`src/rtl/oam_dma_pkg.sv`:
```
// State encoding and default bus addresses for the OAM DMA arbiter.
package oam_dma_pkg;

  typedef enum logic [2:0] {
    IDLE,
    HALT,
    ALIGN,
    READ,
    WRITE
  } dma_state_t;

  localparam logic [15:0] DMA_REG_ADDR_DEF  = 16'h4014;
  localparam logic [15:0] OAM_DATA_ADDR_DEF = 16'h2004;

  function automatic logic [15:0] src_addr(input logic [7:0] page, input logic [7:0] idx);
    return {page, idx};
  endfunction

endpackage

```
`src/rtl/oam_dma_arbiter.sv`:
```
// Bus arbiter: a CPU write to DMA_REG_ADDR stalls the CPU (o_cpu_ce=0) while TRANSFER_LEN bytes copy {page,idx} -> OAM_DATA_ADDR.
// First source read lands 2 cycles after the trigger, or 3 when OAM_DMA_ALIGN_EN inserts the parity ALIGN cycle.
module oam_dma_arbiter
  import oam_dma_pkg::*;
#(
  parameter logic [15:0] DMA_REG_ADDR  = DMA_REG_ADDR_DEF,
  parameter logic [15:0] OAM_DATA_ADDR = OAM_DATA_ADDR_DEF,
  parameter int          TRANSFER_LEN  = 256
) (
  input  logic        i_clk,
  input  logic        i_reset_n,
  input  logic        i_cpu_rw,
  input  logic [15:0] i_cpu_address,
  input  logic [7:0]  i_cpu_data,
  output logic [7:0]  o_cpu_data,
  output logic        o_cpu_ce,
  output logic        o_rw,
  output logic [15:0] o_address,
  output logic [7:0]  o_data,
  input  logic [7:0]  i_data,
  output logic        o_busy
);

  localparam logic [7:0] LAST_IDX = 8'(TRANSFER_LEN - 1);

  dma_state_t state;
  logic [7:0] page;
  logic [7:0] idx;
  logic [7:0] latch;
  logic       parity;
  logic       trigger;

  assign trigger    = !i_cpu_rw && (i_cpu_address == DMA_REG_ADDR);
  assign o_cpu_data = i_data;

  always_ff @(posedge i_clk or negedge i_reset_n) begin
    if (!i_reset_n) begin
      state  <= IDLE;
      page   <= 8'h00;
      idx    <= 8'h00;
      latch  <= 8'h00;
      parity <= 1'b0;
    end else begin
      parity <= ~parity;
      case (state)
        IDLE: begin
          if (trigger) begin
            page  <= i_cpu_data;
            state <= HALT;
          end
        end
        HALT: begin
`ifdef OAM_DMA_ALIGN_EN
          // next cycle's parity is ~parity; reads must fall on "get" (parity 0) cycles
          state <= parity ? READ : ALIGN;
`else
          state <= READ;
`endif
        end
        ALIGN: state <= READ;
        READ: begin
          latch <= i_data;
          state <= WRITE;
        end
        WRITE: begin
          if (idx == LAST_IDX) begin
            idx   <= 8'h00;
            state <= IDLE;
          end else begin
            idx   <= idx + 8'd1;
            state <= READ;
          end
        end
        default: state <= IDLE;
      endcase
    end
  end

`ifndef OAM_DMA_ALIGN_EN
  logic unused_parity;
  assign unused_parity = parity;
`endif

  // Output mux decodes straight from state so an async reset returns the bus in the same cycle.
  always_comb begin
    o_cpu_ce  = 1'b1;
    o_busy    = 1'b0;
    o_rw      = i_cpu_rw;
    o_address = i_cpu_address;
    o_data    = i_cpu_data;
    case (state)
      HALT, ALIGN: begin
        o_cpu_ce = 1'b0;
        o_busy   = 1'b1;
        o_rw     = 1'b1;
      end
      READ: begin
        o_cpu_ce  = 1'b0;
        o_busy    = 1'b1;
        o_rw      = 1'b1;
        o_address = src_addr(page, idx);
      end
      WRITE: begin
        o_cpu_ce  = 1'b0;
        o_busy    = 1'b1;
        o_rw      = 1'b0;
        o_address = OAM_DATA_ADDR;
        o_data    = latch;
      end
      default: ;
    endcase
  end

endmodule

```
`config.mk`:
```
export PLATFORM = sky130hd
export DESIGN_NAME = oam_dma_arbiter
export DESIGN_NICKNAME = d
export VERILOG_FILES = /design/src/rtl/oam_dma_pkg.sv /design/src/rtl/oam_dma_arbiter.sv
export SDC_FILE = /design/constraint.sdc
export NUM_CORES = 1
export LEC_CHECK = 0
export ABC_AREA = 1
export BUFFER_PORTS_ARGS = -buffer_cell sky130_fd_sc_hd__buf_2
export CAP_MARGIN = 20
export CORE_UTILIZATION = 35
export CTS_BUF_LIST = sky130_fd_sc_hd__clkbuf_16
export DETAILED_ROUTE_END_ITERATION = 8
export GPL_TIMING_DRIVEN = 0
export HOLD_SLACK_MARGIN = 0.06
export PLACE_DENSITY_LB_ADDON = 0.12
export REMOVE_ABC_BUFFERS = 1
export SLEW_MARGIN = 20
export SYNTH_ARGS = -nofsm -noshare
export SYNTH_HDL_FRONTEND = slang
export SYNTH_SLANG_ARGS = --single-unit
```
`constraint.sdc`:
```
create_clock -name i_clk -period 1.5 [get_ports i_clk]
set_input_delay 0.075 -clock i_clk [delete_from_list [all_inputs] [get_ports i_clk]]
set_output_delay 0.075 -clock i_clk [all_outputs]
set_load 0.01 [all_outputs]
```
==> summary.txt, run 1 <==
Status
  – Outcome: finished, violations left
  – Failing checks: setup timing

Worst setup path
  – Worst EP arrival: 1.44 ns
  – Startpoint types: register
  – Reg-to-reg setup timing slack: 0.04 ns
  – CP Launch Point: state[0]
  – Setup Crit Path Kind: reg -> out
  – Crit. End Element: output pin
  – Critical Path RT: 1.42 ns
  – Worst reg2reg path endpoint: idx[6]
  – Worst R2R Path Depth: 7
  – Crit Path Max Fanout: 5
  – CP Capture Point: o_address[0]
  – Critical R2R Launch: state[0]

Power
  – Power per cell area: 1730 nW/um2
  – Lkg Pwr: 1.46 nW
  – VDD IR-drop max: 0.869 mV

Route
  – First-iteration detailed-routing DRC count: 124
  – DRC viols: 0
  – Vias: 1832
  – Initial DRT Pass Iterations: 6
  – Routed Antenna Nets: 0
  – DR vias/cell: 4.75
  – Routed wire length: 5350 um
  – Routed length per instance: 13.8 um

Synthesis
  – Post-synthesis cell type count: 22
  – Post-synthesis mux area share: 0
  – Post-synth EDFFs: 0
  – Most used DFF post-synth: dfrtp_1
  – Cell Area, Synth: 1660 um2
  – Combinational family with the most area after synthesis: simple AND/OR/NAND/NOR gates
  – Post-Synth Adder-Cell Area: 0.00754
  – Top cells by count, synth: 103 x nand2_1, 27 x dfrtp_1, 19 x nand3_1
  – YS warnings: 0
  – Synth area leaders: dfrtp_1 41%, nand2_1 23%, nand3_1 5.7%
  – Syn_area_per_cell: 6.95 um2
  – Most common cell in the synthesized netlist: nand2_1
  – Synthesized instance count: 239
  – Biggest area consumer among synthesized cells: dfrtp_1
  – Synth Area in XOR/XNOR: 0.0264
  – Asr flop ratio synth: 1.00
  – Yosys reg bits: 27
  – Sequential fraction of the synthesis area: 0.407
  – Post-synth top area share: 0.407
  – Simple-gate share of the synthesized area: 0.388
  – Synth Area in Compound Gates: 0.0588

Global routing
  – Vias in the first global route: 1704
  – M2 GR Usage: 0.366
  – GR Util met1: 0.293
  – Initial antenna violation count: 0
  – Routing usage on met3: 0.0385
  – Total congestion overflow: 0
  – GRT Total Usage: 0.215
  – Most used routing layer in global routing: met2
  – Pin count of the biggest net entering global routing: 28
  – First-pass GRT wire length: 8400 um

Timing
  – Setup_tns: -0.0468 ns
  – Final Hold Viols: 0
  – Final setup skew: 0.00393 ns
  – Final Max Slew Viols: 0
  – Setup-failing EPs final: 6
  – Tcrit/Tclk final: 1.01
  – Peak Freq: 661 MHz
  – Rel. slew slack: 0.577
  – WHS: 0.0595 ns
  – PnR worst setup slack: -0.0140 ns
  – Final min period: 1.51 ns
  – RSZ-0062 raised after global routing: true
  – Worst slew pin tran: 0.634 ns

Layout
  – Antenna diodes: 0
  – Area growth from synthesis to layout: 59.5%
  – Finished Layout Cells: 386
  – Post-route core utilization: 0.596
  – Share of cells above drive strength 1: 0.425
  – Nets: 371

Flow run
  – Max Cap Viol: 0

Placement
  – Inst Count DP: 346
  – Dpl ws: -0.339 ns
  – Hpwl dp: 3040 um
  – Final GP Congestion: 0.784
  – # port buffers: 69

Clock network
  – CTS Buf Count: 3
  – H-tree levels: 1
  – CTS tree: done
  – CTS Root Buffer Type: clkbuf_16
  – CTS sink cnt: 27
  – Clock-pin slew on the worst setup and hold paths: 0.07 ns
  – CTS Buffer Depth: 2
  – Clock insertion delay at the later pin of the skew report: 0.26 ns

Die
  – Die Y: 70.9 um
  – Chip Width: 70.9 um
  – Core Footprint: 4440 um2
  – Row Count: 24
  – I/O Pins: 70
  – Starting Density: 0.374
  – Die area: 5020 um2

Min path
  – Worst hold path type: in -> reg
-- cell families after synthesis --
family,Yosys count
AOI/OAI and AO/OA,16
buffers and inverters,39
xor gates and xnor gates,5
and+or+nand+nor,151
DFF,27
adders and majority gates,1
-- critical path, stage by stage (launching register included) --
cell and delay, ns:
dfrtp_2 0.45, nor2_4 0.14, buf_12 0.15, nand2_8 0.10, nand2_4 0.14, o21ai_1 0.06, buf_2 0.13
-- cell usage in the layout (no fill, tap or decap), types with 5 or more instances in the layout --
master	n
nor2_1	16
inv_1	18
buf_12	5
buf_4	9
nand2_1	93
dfrtp_1	24
buf_6	6
dlygate4sd3_1	9
nand3_1	15
nand2_2	7
buf_2	67
nand2_4	5
o21ai_1	6
o21ai_2	5
-- routing by layer --
layer,up-vias,wire (um),share of wire
met5,-,0,0
met4,0,15,0.0028
met3,2,223,0.042
met2,51,2630,0.49
met1,840,2480,0.46
li1,939,-,-
-- through the flow --
stage               power, W  cell area (um2)
floorplan            0.00200             1570
global placement     0.00260             1980
detailed placement   0.00260             1980
CTS                  0.00416             2460
global route         0.00491             2650
finish               0.00459             2650
-- area by class of cell --
type,count,area [um2]
repair inverters,3,28.8
multi-input cells,179,1020
repair buffers,96,661
flip-flops and latches,27,679
inverters,25,116
fillers,421,1800
well taps,52,65.1
clock inverters,1,5.00
clock buffers,3,75.1
-- worst min-delay path by stage --
stage	slack, ns	from	cells past startpoint	endpoint
final	0.06	i_cpu_data[0]	3	page[0]
after global routing	0.07	i_cpu_data[1]	3	page[1]
after CTS	0.06	i_cpu_data[1]	3	page[1]
after detailed placement	0.13	i_reset_n	1	idx[4]
after global placement	0.13	i_reset_n	1	idx[4]
after floorplan	-0.22	i_reset_n	0	idx[0]
-- state kept, by name (all words and copies together), names as in the netlist --
signal and cells:
idx 8, latch 8, state 3, page 8
-- where the power goes --
part	total, W	leakage [nW]	internal (W)	switching [W]
combinational	0.00289	1.07	0.00125	0.00163
sequential	0.00109	0.353	0.000919	0.000167
clock	0.000617	0.0409	0.000360	0.000257
-- timing repair --
| action | CTS | global route |
|---|---|---|
| resized for setup | 26 | 28 |
| buffers inserted | 15 | 3 |
| cloned | 6 | 3 |
| endpoints found under the setup margin | 44 | 41 |
| pin swaps | 4 | 8 |
| hold buffers | 9 | 0 |
| hold endpoints to repair | 35 | 0 |
(Power assumes the default switching activity.)
==> run 2, diff against run 1 <==
--- a/config.mk
+++ b/config.mk
@@ -8,6 +8,7 @@
 export ABC_AREA = 1
 export BUFFER_PORTS_ARGS = -buffer_cell sky130_fd_sc_hd__buf_2
 export CAP_MARGIN = 20
+export CORE_ASPECT_RATIO = 0.6
 export CORE_UTILIZATION = 35
 export CTS_BUF_LIST = sky130_fd_sc_hd__clkbuf_16
 export DETAILED_ROUTE_END_ITERATION = 8
==> run 2 against run 1 <==
Effect of this change: the flow still finishes with violations (setup timing); worst hold slack about the same; die area increased by 0.18%; sequential share of layout area decreased by 0.51 points; critical path type unchanged; critical endpoint is now o_address[3]; largest cell class unchanged.
==> summary.txt, run 2 (synthesis gave the netlist of run 1 again) <==
Worst setup path
  – Crit. End Element: output pin
  – Critical Path RT: 1.42 ns
  – Worst R2R Path Depth: 8
  – CP Launch Point: state[1]
  – Worst reg2reg path endpoint: page[6]
  – Reg-to-reg setup timing slack: -0.03 ns
  – Worst EP arrival: 1.48 ns
  – Crit Path Max Fanout: 5
  – Startpoint types: register
  – Setup Crit Path Kind: reg -> out
  – Critical R2R Launch: state[1]
  – CP Capture Point: o_address[3]

Power
  – Power consumption: 0.00471 W
  – Lkg Pwr: 1.48 nW
  – NetSw: 0.00214 W
  – Power per cell area: 1740 nW/um2
  – Switch share: 0.455
  – Combinational power share: 0.636
  – Clk pwr share: 0.131
  – VDD IR-drop max: 1.22 mV
  – Pint: 0.00257 W
  – Seq pwr share: 0.233

Placement
  – Inst Count DP: 354
  – Hpwl dp: 3320 um
  – Dpl ws: -0.346 ns
  – # port buffers: 69
  – Final GP Congestion: 0.866

Die
  – Die Y: 55.4 um
  – Chip Width: 90.9 um
  – Core Footprint: 4320 um2
  – Die area: 5030 um2
  – Row Count: 18
  – Starting Density: 0.384
  – I/O Pins: 70

Global routing
  – Initial antenna violation count: 0
  – First-pass GRT wire length: 8780 um
  – Total congestion overflow: 0
  – GRT Total Usage: 0.232
  – Pin count of the biggest net entering global routing: 28
  – Vias in the first global route: 1694

Timing
  – Final min period: 1.56 ns
  – Setup-failing EPs final: 34
  – Tcrit/Tclk final: 1.04
  – Final setup skew: 0.00219 ns
  – Peak Freq: 642 MHz
  – RSZ-0062 raised after global routing: true
  – Rel. slew slack: 0.558
  – Final Max Slew Viols: 0
  – Worst slew pin tran: 0.663 ns
  – PnR worst setup slack: -0.0587 ns
  – Setup_tns: -1.07 ns
  – Final Hold Viols: 0

Route
  – Initial DRT Pass Iterations: 4
  – DR vias/cell: 4.76
  – Vias: 1881
  – Routed Antenna Nets: 0
  – DRC viols: 0
  – First-iteration detailed-routing DRC count: 120
  – Routed wire length: 6030 um
  – Routed length per instance: 15.3 um

Layout
  – Nets: 372
  – Antenna diodes: 0
  – Post-route core utilization: 0.626
  – Multi-input gate area: 1040 um2
  – Area growth from synthesis to layout: 63.0%
  – Commonest cells after routing, fill and taps aside: 84 x nand2_1, 65 x buf_2, 23 x dfrtp_1
  – Fill cells: 403
  – Share of cells above drive strength 1: 0.472
  – Most common cell after layout, fill and taps aside: nand2_1
  – FF/Latch Area: 681 um2
  – Finished Layout Cells: 395
  – Regs by FF count: idx: 8 flops, latch: 8 flops, page: 8 flops

Flow run
  – Max Cap Viol: 0

Clock network
  – CTS Buffer Depth: 2
  – CTS sink cnt: 27
  – CTS Buf Count: 3
  – Clock-pin slew on the worst setup and hold paths: 0.07 ns
  – CTS Root Buffer Type: clkbuf_16
  – Clock insertion delay at the later pin of the skew report: 0.26 ns
  – H-tree levels: 1
  – CTS tree: done

Status
  – Failing checks: setup timing
  – Outcome: finished, violations left

Min path
  – Worst hold path type: in -> reg
[run 2: per-layer routing]
layer	up-vias	track usage	share of wire
met2	84	0.325	0.42
met4	0	0.0499	0.0053
li1	932	-	-
met1	860	0.362	0.49
met3	5	0.0468	0.090
met5	-	0	0
[run 2: stage by stage]
stage                     area [um2]  hold WS, ns
after detailed placement        1990        0.128
after global routing            2710       0.0695
after floorplan                 1570       -0.221
after global placement          1990        0.133
after CTS                       2430       0.0615
final                           2710       0.0594
[run 2: power groups by stage]
stage	registers (W)	clock network [W]	logic [W]
after floorplan	0.00104	0	0.000961
after global placement	0.00106	0	0.00155
after detailed placement	0.00106	0	0.00155
after CTS	0.00106	0.000614	0.00237
after global routing	0.00112	0.000645	0.00321
final	0.00110	0.000616	0.00300
[run 2: worst max-delay path: stages (launching register included)]
cell,delay [ns]
dfrtp_2,0.44
nor2_4,0.17
buf_12,0.14
nand2_8,0.11
nand2_8,0.13
o22ai_2,0.06
buf_2,0.14
[run 2: final cells by class]
class | instances | share of cell area
multi-input combinational | 179 | 0.385
sequential | 27 | 0.252
timing repair buffer | 97 | 0.250
inverter | 25 | 0.0430
clock buffer | 3 | 0.0277
tap | 60 | 0.0277
timing repair inverter | 3 | 0.0143
clock inverter | 1 | 0.00139
[run 2: timing repair]
item                                   4_1_cts  5_1_grt
setup endpoints to repair                   44       40
gates resized for setup                     28       46
endpoints found under the hold margin       35        0
gates cloned                                 7        2
hold buffers                                 9        0
buffers inserted                            13        6
pin swaps                                    7       12
[run 2: worst min-delay path by stage]
stage	startpoint	to	slack [ns]	depth (start not counted)
after global placement	i_reset_n	idx[4]	0.13	1
after global routing	i_cpu_data[2]	page[2]	0.07	3
after detailed placement	i_reset_n	idx[4]	0.13	1
final	i_cpu_data[2]	page[2]	0.06	3
after CTS	i_cpu_data[2]	page[2]	0.06	3
after floorplan	i_reset_n	idx[0]	-0.22	0
